--- src/rtl/sram_col_mux_ctrl.sv ---
// sram_col_mux_ctrl: column multiplexer and precharge/sense/write sequencer for SRAM macros.
// One request at a time: IDLE -> PRECH -> (SENSE | WRITE) -> RESP -> IDLE.
// Optional feature: define SRAM_COLMUX_WMASK_EN to add a per-byte write mask port (req_wmask).
module sram_col_mux_ctrl #(
    parameter int DATA_W        = 32,
    parameter int COL_MUX       = 4,
    parameter int SEL_W         = $clog2(COL_MUX),
    parameter int PRECHARGE_CYC = 1,
    parameter int SENSE_CYC     = 2,
    parameter int WRITE_CYC     = 1
) (
    input  logic                      clk,
    input  logic                      rst_n,
    input  logic                      req_valid,
    output logic                      req_ready,
    input  logic                      req_write,
    input  logic [SEL_W-1:0]          req_col,
    input  logic [DATA_W-1:0]         req_wdata,
`ifdef SRAM_COLMUX_WMASK_EN
    input  logic [DATA_W/8-1:0]       req_wmask,
`endif
    output logic [COL_MUX-1:0]        col_sel,
    output logic                      precharge,
    output logic                      sense_en,
    output logic [DATA_W*COL_MUX-1:0] bl_wen,
    output logic [DATA_W*COL_MUX-1:0] bl_wdata,
    input  logic [DATA_W*COL_MUX-1:0] bl_rdata,
    output logic                      rsp_valid,
    output logic                      rsp_err,
    output logic [DATA_W-1:0]         rsp_rdata
);

    localparam int MAX_PS  = (PRECHARGE_CYC > SENSE_CYC) ? PRECHARGE_CYC : SENSE_CYC;
    localparam int MAX_CYC = (MAX_PS > WRITE_CYC) ? MAX_PS : WRITE_CYC;
    localparam int CNT_W   = (MAX_CYC > 1) ? $clog2(MAX_CYC) : 1;

    // Counters are loaded with (cycles - 1) and the state exits when they reach zero.
    localparam logic [CNT_W-1:0] PRE_LOAD = CNT_W'(PRECHARGE_CYC - 1);
    localparam logic [CNT_W-1:0] SNS_LOAD = CNT_W'(SENSE_CYC - 1);
    localparam logic [CNT_W-1:0] WR_LOAD  = CNT_W'(WRITE_CYC - 1);
    localparam logic [SEL_W:0]   COL_LIM  = (SEL_W + 1)'(COL_MUX);

    typedef enum logic [2:0] {
        S_IDLE  = 3'd0,
        S_PRECH = 3'd1,
        S_SENSE = 3'd2,
        S_WRITE = 3'd3,
        S_RESP  = 3'd4
    } state_t;

    state_t              state_q, state_d;
    logic [CNT_W-1:0]    cnt_q, cnt_d;
    logic [DATA_W-1:0]   rdata_q, rdata_d;
    logic                write_q, write_d;
    logic [SEL_W-1:0]    col_q, col_d;
    logic [DATA_W-1:0]   wdata_q, wdata_d;
    logic                err_q, err_d;
    logic [DATA_W-1:0]   bit_en;
    logic [DATA_W-1:0]   rdata_sel;
    logic [COL_MUX-1:0]  col_onehot;

    assign col_onehot = {{(COL_MUX-1){1'b0}}, 1'b1} << col_q;
    assign rsp_rdata  = rdata_q;

`ifdef SRAM_COLMUX_WMASK_EN
    logic [DATA_W/8-1:0] wmask_q, wmask_d;

    // Expand the latched byte mask to one enable per data bit
    always_comb begin
        bit_en = '0;
        for (int b = 0; b < DATA_W; b++) begin
            bit_en[b] = wmask_q[b/8];
        end
    end
`else
    assign bit_en = {DATA_W{1'b1}};
`endif

    // Pick the selected column's sensed value for every data bit
    always_comb begin
        rdata_sel = '0;
        for (int b = 0; b < DATA_W; b++) begin
            for (int c = 0; c < COL_MUX; c++) begin
                if (col_q == SEL_W'(c)) begin
                    rdata_sel[b] = bl_rdata[b*COL_MUX + c];
                end
            end
        end
    end

    // Next state, phase counter, request latching and read-data capture
    always_comb begin
        state_d = state_q;
        cnt_d   = cnt_q;
        rdata_d = rdata_q;
        write_d = write_q;
        col_d   = col_q;
        wdata_d = wdata_q;
        err_d   = err_q;
`ifdef SRAM_COLMUX_WMASK_EN
        wmask_d = wmask_q;
`endif
        case (state_q)
            S_IDLE: begin
                if (req_valid) begin
                    state_d = S_PRECH;
                    cnt_d   = PRE_LOAD;
                    write_d = req_write;
                    col_d   = req_col;
                    wdata_d = req_wdata;
                    err_d   = ({1'b0, req_col} >= COL_LIM);
`ifdef SRAM_COLMUX_WMASK_EN
                    wmask_d = req_wmask;
`endif
                end
            end
            S_PRECH: begin
                if (cnt_q != '0) begin
                    cnt_d = cnt_q - CNT_W'(1);
                end else if (err_q) begin
                    // Out-of-range column: skip the array access entirely.
                    state_d = S_RESP;
                end else if (write_q) begin
                    state_d = S_WRITE;
                    cnt_d   = WR_LOAD;
                end else begin
                    state_d = S_SENSE;
                    cnt_d   = SNS_LOAD;
                end
            end
            S_SENSE: begin
                if (cnt_q != '0) begin
                    cnt_d = cnt_q - CNT_W'(1);
                end else begin
                    state_d = S_RESP;
                    rdata_d = rdata_sel;
                end
            end
            S_WRITE: begin
                if (cnt_q != '0) begin
                    cnt_d = cnt_q - CNT_W'(1);
                end else begin
                    state_d = S_RESP;
                end
            end
            S_RESP:  state_d = S_IDLE;
            default: state_d = S_IDLE;
        endcase
    end

    // Moore outputs decoded from the current state
    always_comb begin
        req_ready = 1'b0;
        precharge = 1'b0;
        sense_en  = 1'b0;
        col_sel   = '0;
        bl_wen    = '0;
        bl_wdata  = '0;
        rsp_valid = 1'b0;
        rsp_err   = 1'b0;
        case (state_q)
            S_IDLE:  req_ready = 1'b1;
            S_PRECH: precharge = 1'b1;
            S_SENSE: begin
                sense_en = 1'b1;
                col_sel  = col_onehot;
            end
            S_WRITE: begin
                col_sel = col_onehot;
                for (int b = 0; b < DATA_W; b++) begin
                    for (int c = 0; c < COL_MUX; c++) begin
                        bl_wdata[b*COL_MUX + c] = wdata_q[b];
                        bl_wen[b*COL_MUX + c]   = bit_en[b] && (col_q == SEL_W'(c));
                    end
                end
            end
            S_RESP: begin
                rsp_valid = 1'b1;
                rsp_err   = err_q;
            end
            default: ;
        endcase
    end

    // Control state and returned read data, cleared by synchronous reset
    always_ff @(posedge clk) begin
        if (!rst_n) begin
            state_q <= S_IDLE;
            cnt_q   <= '0;
            rdata_q <= '0;
        end else begin
            state_q <= state_d;
            cnt_q   <= cnt_d;
            rdata_q <= rdata_d;
        end
    end

    // Request fields; only observed in states entered after an accept, so no reset needed
    always_ff @(posedge clk) begin
        write_q <= write_d;
        col_q   <= col_d;
        wdata_q <= wdata_d;
        err_q   <= err_d;
`ifdef SRAM_COLMUX_WMASK_EN
        wmask_q <= wmask_d;
`endif
    end

endmodule

--- config.mk ---
export PLATFORM = sky130hd
export DESIGN_NAME = sram_col_mux_ctrl
export DESIGN_NICKNAME = d
export VERILOG_FILES = /design/src/rtl/sram_col_mux_ctrl.sv
export SDC_FILE = /design/constraint.sdc
export NUM_CORES = 1
export LEC_CHECK = 0
export ABC_AREA = 1
export BUFFER_PORTS_ARGS = -buffer_cell sky130_fd_sc_hd__clkbuf_2
export CAP_MARGIN = 20
export CORE_AREA = 2 2 179 181
export DETAILED_ROUTE_END_ITERATION = 7
export DIE_AREA = 0 0 181 183
export GPL_TIMING_DRIVEN = 1
export PLACE_DENSITY_LB_ADDON = 0.05
export SLEW_MARGIN = 10
export SYNTH_ARGS = -nofsm -noshare
export SYNTH_HDL_FRONTEND = slang
export SYNTH_SLANG_ARGS = --single-unit
--- constraint.sdc ---
create_clock -name clk -period 3.74 [get_ports clk]
set_input_delay 0.374 -clock clk [delete_from_list [all_inputs] [get_ports clk]]
set_output_delay 0.374 -clock clk [all_outputs]
set_load 0.05 [all_outputs]
# == Word-level counts from Yosys, hierarchy flattened ==
# Index checks and enable logic that the tools add are counted.
# word_totals
latchBits,0
reg_bits,71
romBits,0
input_bits,166
mem_count,0
wordCells,172
out_inout_bits,297
ramBits,0
# classes
n_mux,145
div,0
bitwise,1
n_eq_ne,10
reduce_logical,8
n_lt_le_gt_ge,0
multipliers,0
shift,1
add_sub_neg,1
# ops
op,n
two-way mux 128 bit,2
two-way mux 1 bit,137
two-way mux 3 bit,3
case mux 3 bit (3 select lines),1
"== test 3 x 2 -> 1 bit, second input constant",2
"inequality test 2 bit, second input constant",3
AND reduction 2 bit,3
"== test 2 bit, second input constant",2
two-way mux 4 bit,1
"left shift 1 x 2 -> 4 bit, first input constant",1
"== test 3 x 1 -> 1 bit, second input constant",1
"== test 3 bit, second input constant",1
zero test 3 bit,1
case mux 1 bit (3 select lines),1
AND reduction 3 bit,1
nonzero test 3 bit,1
"== test 2 x 1 -> 1 bit, second input constant",1
zero test 2 bit,1
OR reduction 2 bit,1
inverter 1 bit,1
"subtractor 1 bit, second input constant",1

# == Logic depth before layout (Yosys ltp) ==
# depth
ltp_word,5
ltp_mapped,8
ltp_nobuf,8

# == Least setup slack after synthesis ==
# OpenSTA, ideal clock, no wires.
# synth_timing
path_kind,register to register
startpoint,register state_q[0]
endpoint,"register col_q[0], enable pin"
n_path_buf,0
t_required_ns,3.269
synth_period_minus_slack_ns,3.468
t_arrival_ns,2.997
path_slack_ns,0.272
setup_time_ns,0.471
path_stages_with_launch,4
path_cell_list,dfxtp_1 inv_1 nand2_1 nor3_1
# synth_via
elab_chain_cells,2
# synth_lines
item,line_no,rtl
"start, declared",51,"state_t state_q, state_d;"
"start signal, assigned",192,state_q <= state_d;
zero test 3 bit,103,case (state_q)
AND reduction 2 bit (no line),-,
"end signal, assigned",201,col_q <= col_d;
"end, declared",55,"logic [SEL_W-1:0] col_q, col_d;"
# No other way between the ends.
# A chain may end at the register's enable or synchronous reset.

# == Worst setup path in the final report ==
# layout_timing
startpoint,register col_q[0]
endpoint,output port bl_wen[106]
# layout_via
elab_chain_cells,2
# layout_lines
item,line_no,rtl
== test 2 bit,173,bl_wen[b*COL_MUX + c] = bit_en[b] && (col_q == SEL_W'(c));
two-way mux 128 bit,161,case (state_q)
"end, declared",25,"output logic [DATA_W*COL_MUX-1:0] bl_wen,"
# No other way between the ends.

==> results.md <==
Placement:
- After detailed placement, the design holds a cell count of 1361.
- Routability-driven placement finished with a final weighted congestion of 0.730.
- Input and output buffers added on the ports amount to 461.
- Summed over all nets, the half-perimeter wirelength after detailed placement is 16800 µm.

Drt:
- The residual antenna-violating net count after detailed routing is 0.
- Dividing the detail-routed wire length by the instance count gives 15.0 µm.
- In this run, the number of DRC markers left after iteration 0 of detailed routing was 149.
- After detailed routing, the number of remaining DRC violations is 0.
- Summing over every cut layer, the via total after detailed routing is 5046.
- The via density per instance is 3.66.
- The first-pass iteration count of the detailed router is 4.
- The aggregate routed wire length is 20700 µm.

Pwr:
- The switching power of the nets is 0.00142 W.
- The worst-case vdd ir drop is 0.198 mV.
- The cell-internal power is 0.00175 W.
- The relative contribution of the clock network to total power is 28.5%.
- Sequential cells burn 31.1% of the power.
- For this design the ratio of total power to cell area is 462 mW/mm².
- Total power for the finished layout comes to 0.00316 W.
- Summed over all cells, the static leakage comes to 3.82 nW.
- The switching power as a share of total power is 44.8%.
- The portion of total power attributed to combinational logic is 40.4%.

Critical path:
- The critical path is of the reg -> out type.
- The largest driver fanout on the critical path is 32.
- STA classifies the critical path endpoint as an output pin.
- The slowest stage cell on the critical path is sky130_fd_sc_hd__edfxtp_1.
- The sort of element at the start of the critical path is a flop.
- The count of buffer and inverter cells on the critical path is 3.
- Walking the worst path, the cells encountered are inv_1, nand2_1, nor2_2, buf_4, clkbuf_2.
- Data on the critical path is required at its endpoint by 3.37 ns.
- The peak per-stage delay on the critical path is 0.61 ns.
- The kind of cell with the highest combined delay along the critical path is buffers and inverters.
- The data arrival time at the worst-slack endpoint is 2.35 ns.

Clock tree:
- CTS placed an instance of sky130_fd_sc_hd__clkbuf_16 at the clock tree root.
- The post-CTS clock slew at the launch and capture registers of the worst setup and hold paths is 0.07 ns.
- In this run the post-CTS setup repair buffer count came out at 0.
- TritonCTS built the clock tree.
- The number of gates resized after CTS was 0.
- For this design, the CTS-stage hold fixing added 0 buffers.
- In this run the deepest clock path goes through 2 buffers.
- The number of clock buffers inserted by TritonCTS is 9.
- The H-tree depth is 3.
- The clock net in this run drives a total of 71 sinks.
- The insertion delay of the later-clocked pin in the worst-skew pair is 0.35 ns.

Layout:
- The final layout net count is 1136.
- The layout has 3641 filler cells.
- The sequential standard cell area is 0.00177 mm².
- Relative to the synthesized area, the layout overhead comes to 25.8%.
- Measured on the finished design, the core utilization comes to 21.9%.
- The fraction of final layout cells with drive strength greater than 1 is 53.9%.
- The number of standard cells in the layout, taps in and fillers out is 1379.
- The area occupied by multi-input gates is 0.00165 mm².

Yosys:
- Yosys mapped a number of flops with a built-in enable equal to 35.
- The proportion of register bits with asynchronous set or reset after synthesis is 0%.
- For this run, the register share of the synthesized area comes to 32.6%.
- The netlist area before placement is 0.00544 mm².
- The netlist uses 23 different library cells.
- Counting every net in the synthesized netlist gives 905.
- In this run, synthesis produced a sequential element count of 71.
- The number of warning messages in the yosys log is 0.
- Each instance of the synthesized netlist takes up on average 7.36 µm².
- The most used flip-flop cell after synthesis is sky130_fd_sc_hd__dfxtp_1.
- The post-synthesis cell count is 739.

Die:
- Once the floorplan was initialized, standard cells occupied 17.4% of the core.
- From bottom edge to top edge, the die measures 183 µm.
- The row count is 65.
- The area of the core is 0.0312 mm².
- The I/O pin total is 463.
- The floorplan step defined a die boundary enclosing 0.0331 mm².
- The overall die width is 181 µm.

Min path:
- The class of the worst hold path is in -> reg.

STA:
- The final cycle utilization of the critical path is 72.8%.
- In the final timing run, aggregate negative setup slack is 0 ns.
- The total count of hold-check failures in the final report is 0.
- Setup repair after global routing left no endpoint under its margin.
- The clock arrives with 0.00452 ns of skew.
- The max-slew violation total from the final report is 0.
- The pin slew with the least headroom to its limit is 0.951 ns.
- The count of endpoints failing setup in the final report is 0.
- The shortest clock period the worst path allows after layout is 2.72 ns.
- The maximum clock frequency is 0.367 GHz.
- Headroom to the max-slew limit came out at 36.5%.

Global routing:
- The first global-routing pass estimated 29300 µm of wire.
- The number of global-route vias before repair was 4735.
- In the global route stage, overall resource usage came out at 11.9%.
- The initial antenna violation count came to 2.
- Entering global routing, the biggest net connects 44 pins.
- The total global routing overflow is 0.

Run:
- The reported max-cap violation count is 0.

Status:
- The run finished with clean final reports.
## flip-flops by register name, indices dropped and copies added, names as in the netlist
name / flops
wdata_q: 32
state_q: 3
rsp_rdata: 32
cnt_q: 1
write_q: 1
col_q: 2
## layer usage
| layer | share of wire (%) | routed length, µm | up-vias | GRT usage, % |
|---|---|---|---|---|
| li1 | - | - | 2560 | - |
| met4 | 1.1 | 236 | 0 | 2.89 |
| met3 | 7.1 | 1470 | 12 | 3.63 |
| met5 | 0 | 0 | - | 0 |
| met2 | 54 | 11200 | 238 | 22.5 |
| met1 | 38 | 7830 | 2236 | 13.0 |
## logic make-up after synthesis
group | Yosys count | share of synthesized area (%)
other cells | 1 | 0.0690
flops | 71 | 32.6
simple gates | 292 | 23.8
compound gates | 67 | 6.26
buf+inv | 308 | 37.3
## cell usage after synthesis, types with 3 or more instances
| library cell | instances | area, µm² |
|---|---|---|
| sky130_fd_sc_hd__edfxtp_1 | 35 | 1050 |
| sky130_fd_sc_hd__o21ai_0 | 32 | 160 |
| sky130_fd_sc_hd__buf_2 | 17 | 85.1 |
| sky130_fd_sc_hd__a21oi_1 | 33 | 165 |
| sky130_fd_sc_hd__nor2_1 | 71 | 267 |
| sky130_fd_sc_hd__buf_4 | 223 | 1670 |
| sky130_fd_sc_hd__nor3_1 | 3 | 15.0 |
| sky130_fd_sc_hd__clkbuf_1 | 9 | 33.8 |
| sky130_fd_sc_hd__or2_2 | 11 | 68.8 |
| sky130_fd_sc_hd__nor2_2 | 18 | 113 |
| sky130_fd_sc_hd__nand3_1 | 67 | 335 |
| sky130_fd_sc_hd__inv_1 | 54 | 203 |
| sky130_fd_sc_hd__dfxtp_1 | 36 | 721 |
| sky130_fd_sc_hd__nand2_1 | 118 | 443 |
## final timing paths
kind / from / slack, ns / end / cells past startpoint
worst max-delay path: col_q[0] / 1.02 / bl_wen[106] / 5
worst min-delay path: req_wdata[9] / 0.20 / wdata_q[9] / 1
worst max register to register: state_q[0] / 1.89 / wdata_q[23] / 4
worst min register to register: rsp_rdata[31] / 0.46 / rsp_rdata[31] / 2
## stage by stage
stage                     worst slack (ns)  cell area, µm²  hold WS, ns
after floorplan                      0.272            5440        0.470
after global placement                1.33            6540        0.457
after detailed placement              1.33            6540        0.460
after CTS                            0.943            6840        0.181
after global routing                 0.762            6840        0.178
final                                 1.02            6840        0.198
## cell type report
cell class | count | share of cell area, %
Antenna cell | 2 | 0.0732
Sequential cell | 71 | 25.9
Tap cell | 402 | 7.35
Clock inverter | 7 | 1.06
Timing Repair Buffer | 473 | 35.2
Clock buffer | 9 | 3.29
Inverter | 55 | 3.02
Multi-Input combinational cell | 360 | 24.1
## power groups by stage
| stage | combinational, W | sequential (W) | clock (W) |
|---|---|---|---|
| 2_1_floorplan | 0.000924 | 0.00111 | 0 |
| 3_3_place_gp | 0.00132 | 0.00100 | 0 |
| 3_5_place_dp | 0.00131 | 0.00100 | 0 |
| 4_1_cts | 0.00131 | 0.000985 | 0.000955 |
| 5_1_grt | 0.00139 | 0.000996 | 0.000982 |
| 6_report | 0.00128 | 0.000983 | 0.000902 |
## layout by cell type, fill, tap and decap left out
master and instances:
sky130_fd_sc_hd__o21ai_0 32, sky130_fd_sc_hd__conb_1 1, sky130_fd_sc_hd__buf_4 11, sky130_fd_sc_hd__a211oi_1 1, sky130_fd_sc_hd__nor2_2 21, sky130_fd_sc_hd__or2_2 11
sky130_fd_sc_hd__clkinv_2 1, sky130_fd_sc_hd__a21oi_1 33, sky130_fd_sc_hd__o21a_1 1, sky130_fd_sc_hd__clkinv_1 1, sky130_fd_sc_hd__buf_12 1, sky130_fd_sc_hd__nor3_2 1
sky130_fd_sc_hd__inv_1 54, sky130_fd_sc_hd__bufinv_16 1, sky130_fd_sc_hd__nand3_2 1, sky130_fd_sc_hd__nand2_1 118, sky130_fd_sc_hd__nor3_1 2, sky130_fd_sc_hd__clkbuf_2 461
sky130_fd_sc_hd__clkinvlp_4 1, sky130_fd_sc_hd__clkbuf_16 9, sky130_fd_sc_hd__inv_6 1, sky130_fd_sc_hd__nand3_1 67, sky130_fd_sc_hd__diode_2 2, sky130_fd_sc_hd__clkinv_4 2
sky130_fd_sc_hd__nor2_4 2, sky130_fd_sc_hd__nor2_1 68, sky130_fd_sc_hd__inv_2 1, sky130_fd_sc_hd__edfxtp_1 35, sky130_fd_sc_hd__nand3_4 1, sky130_fd_sc_hd__dfxtp_1 36
(Power assumes the default switching activity.)
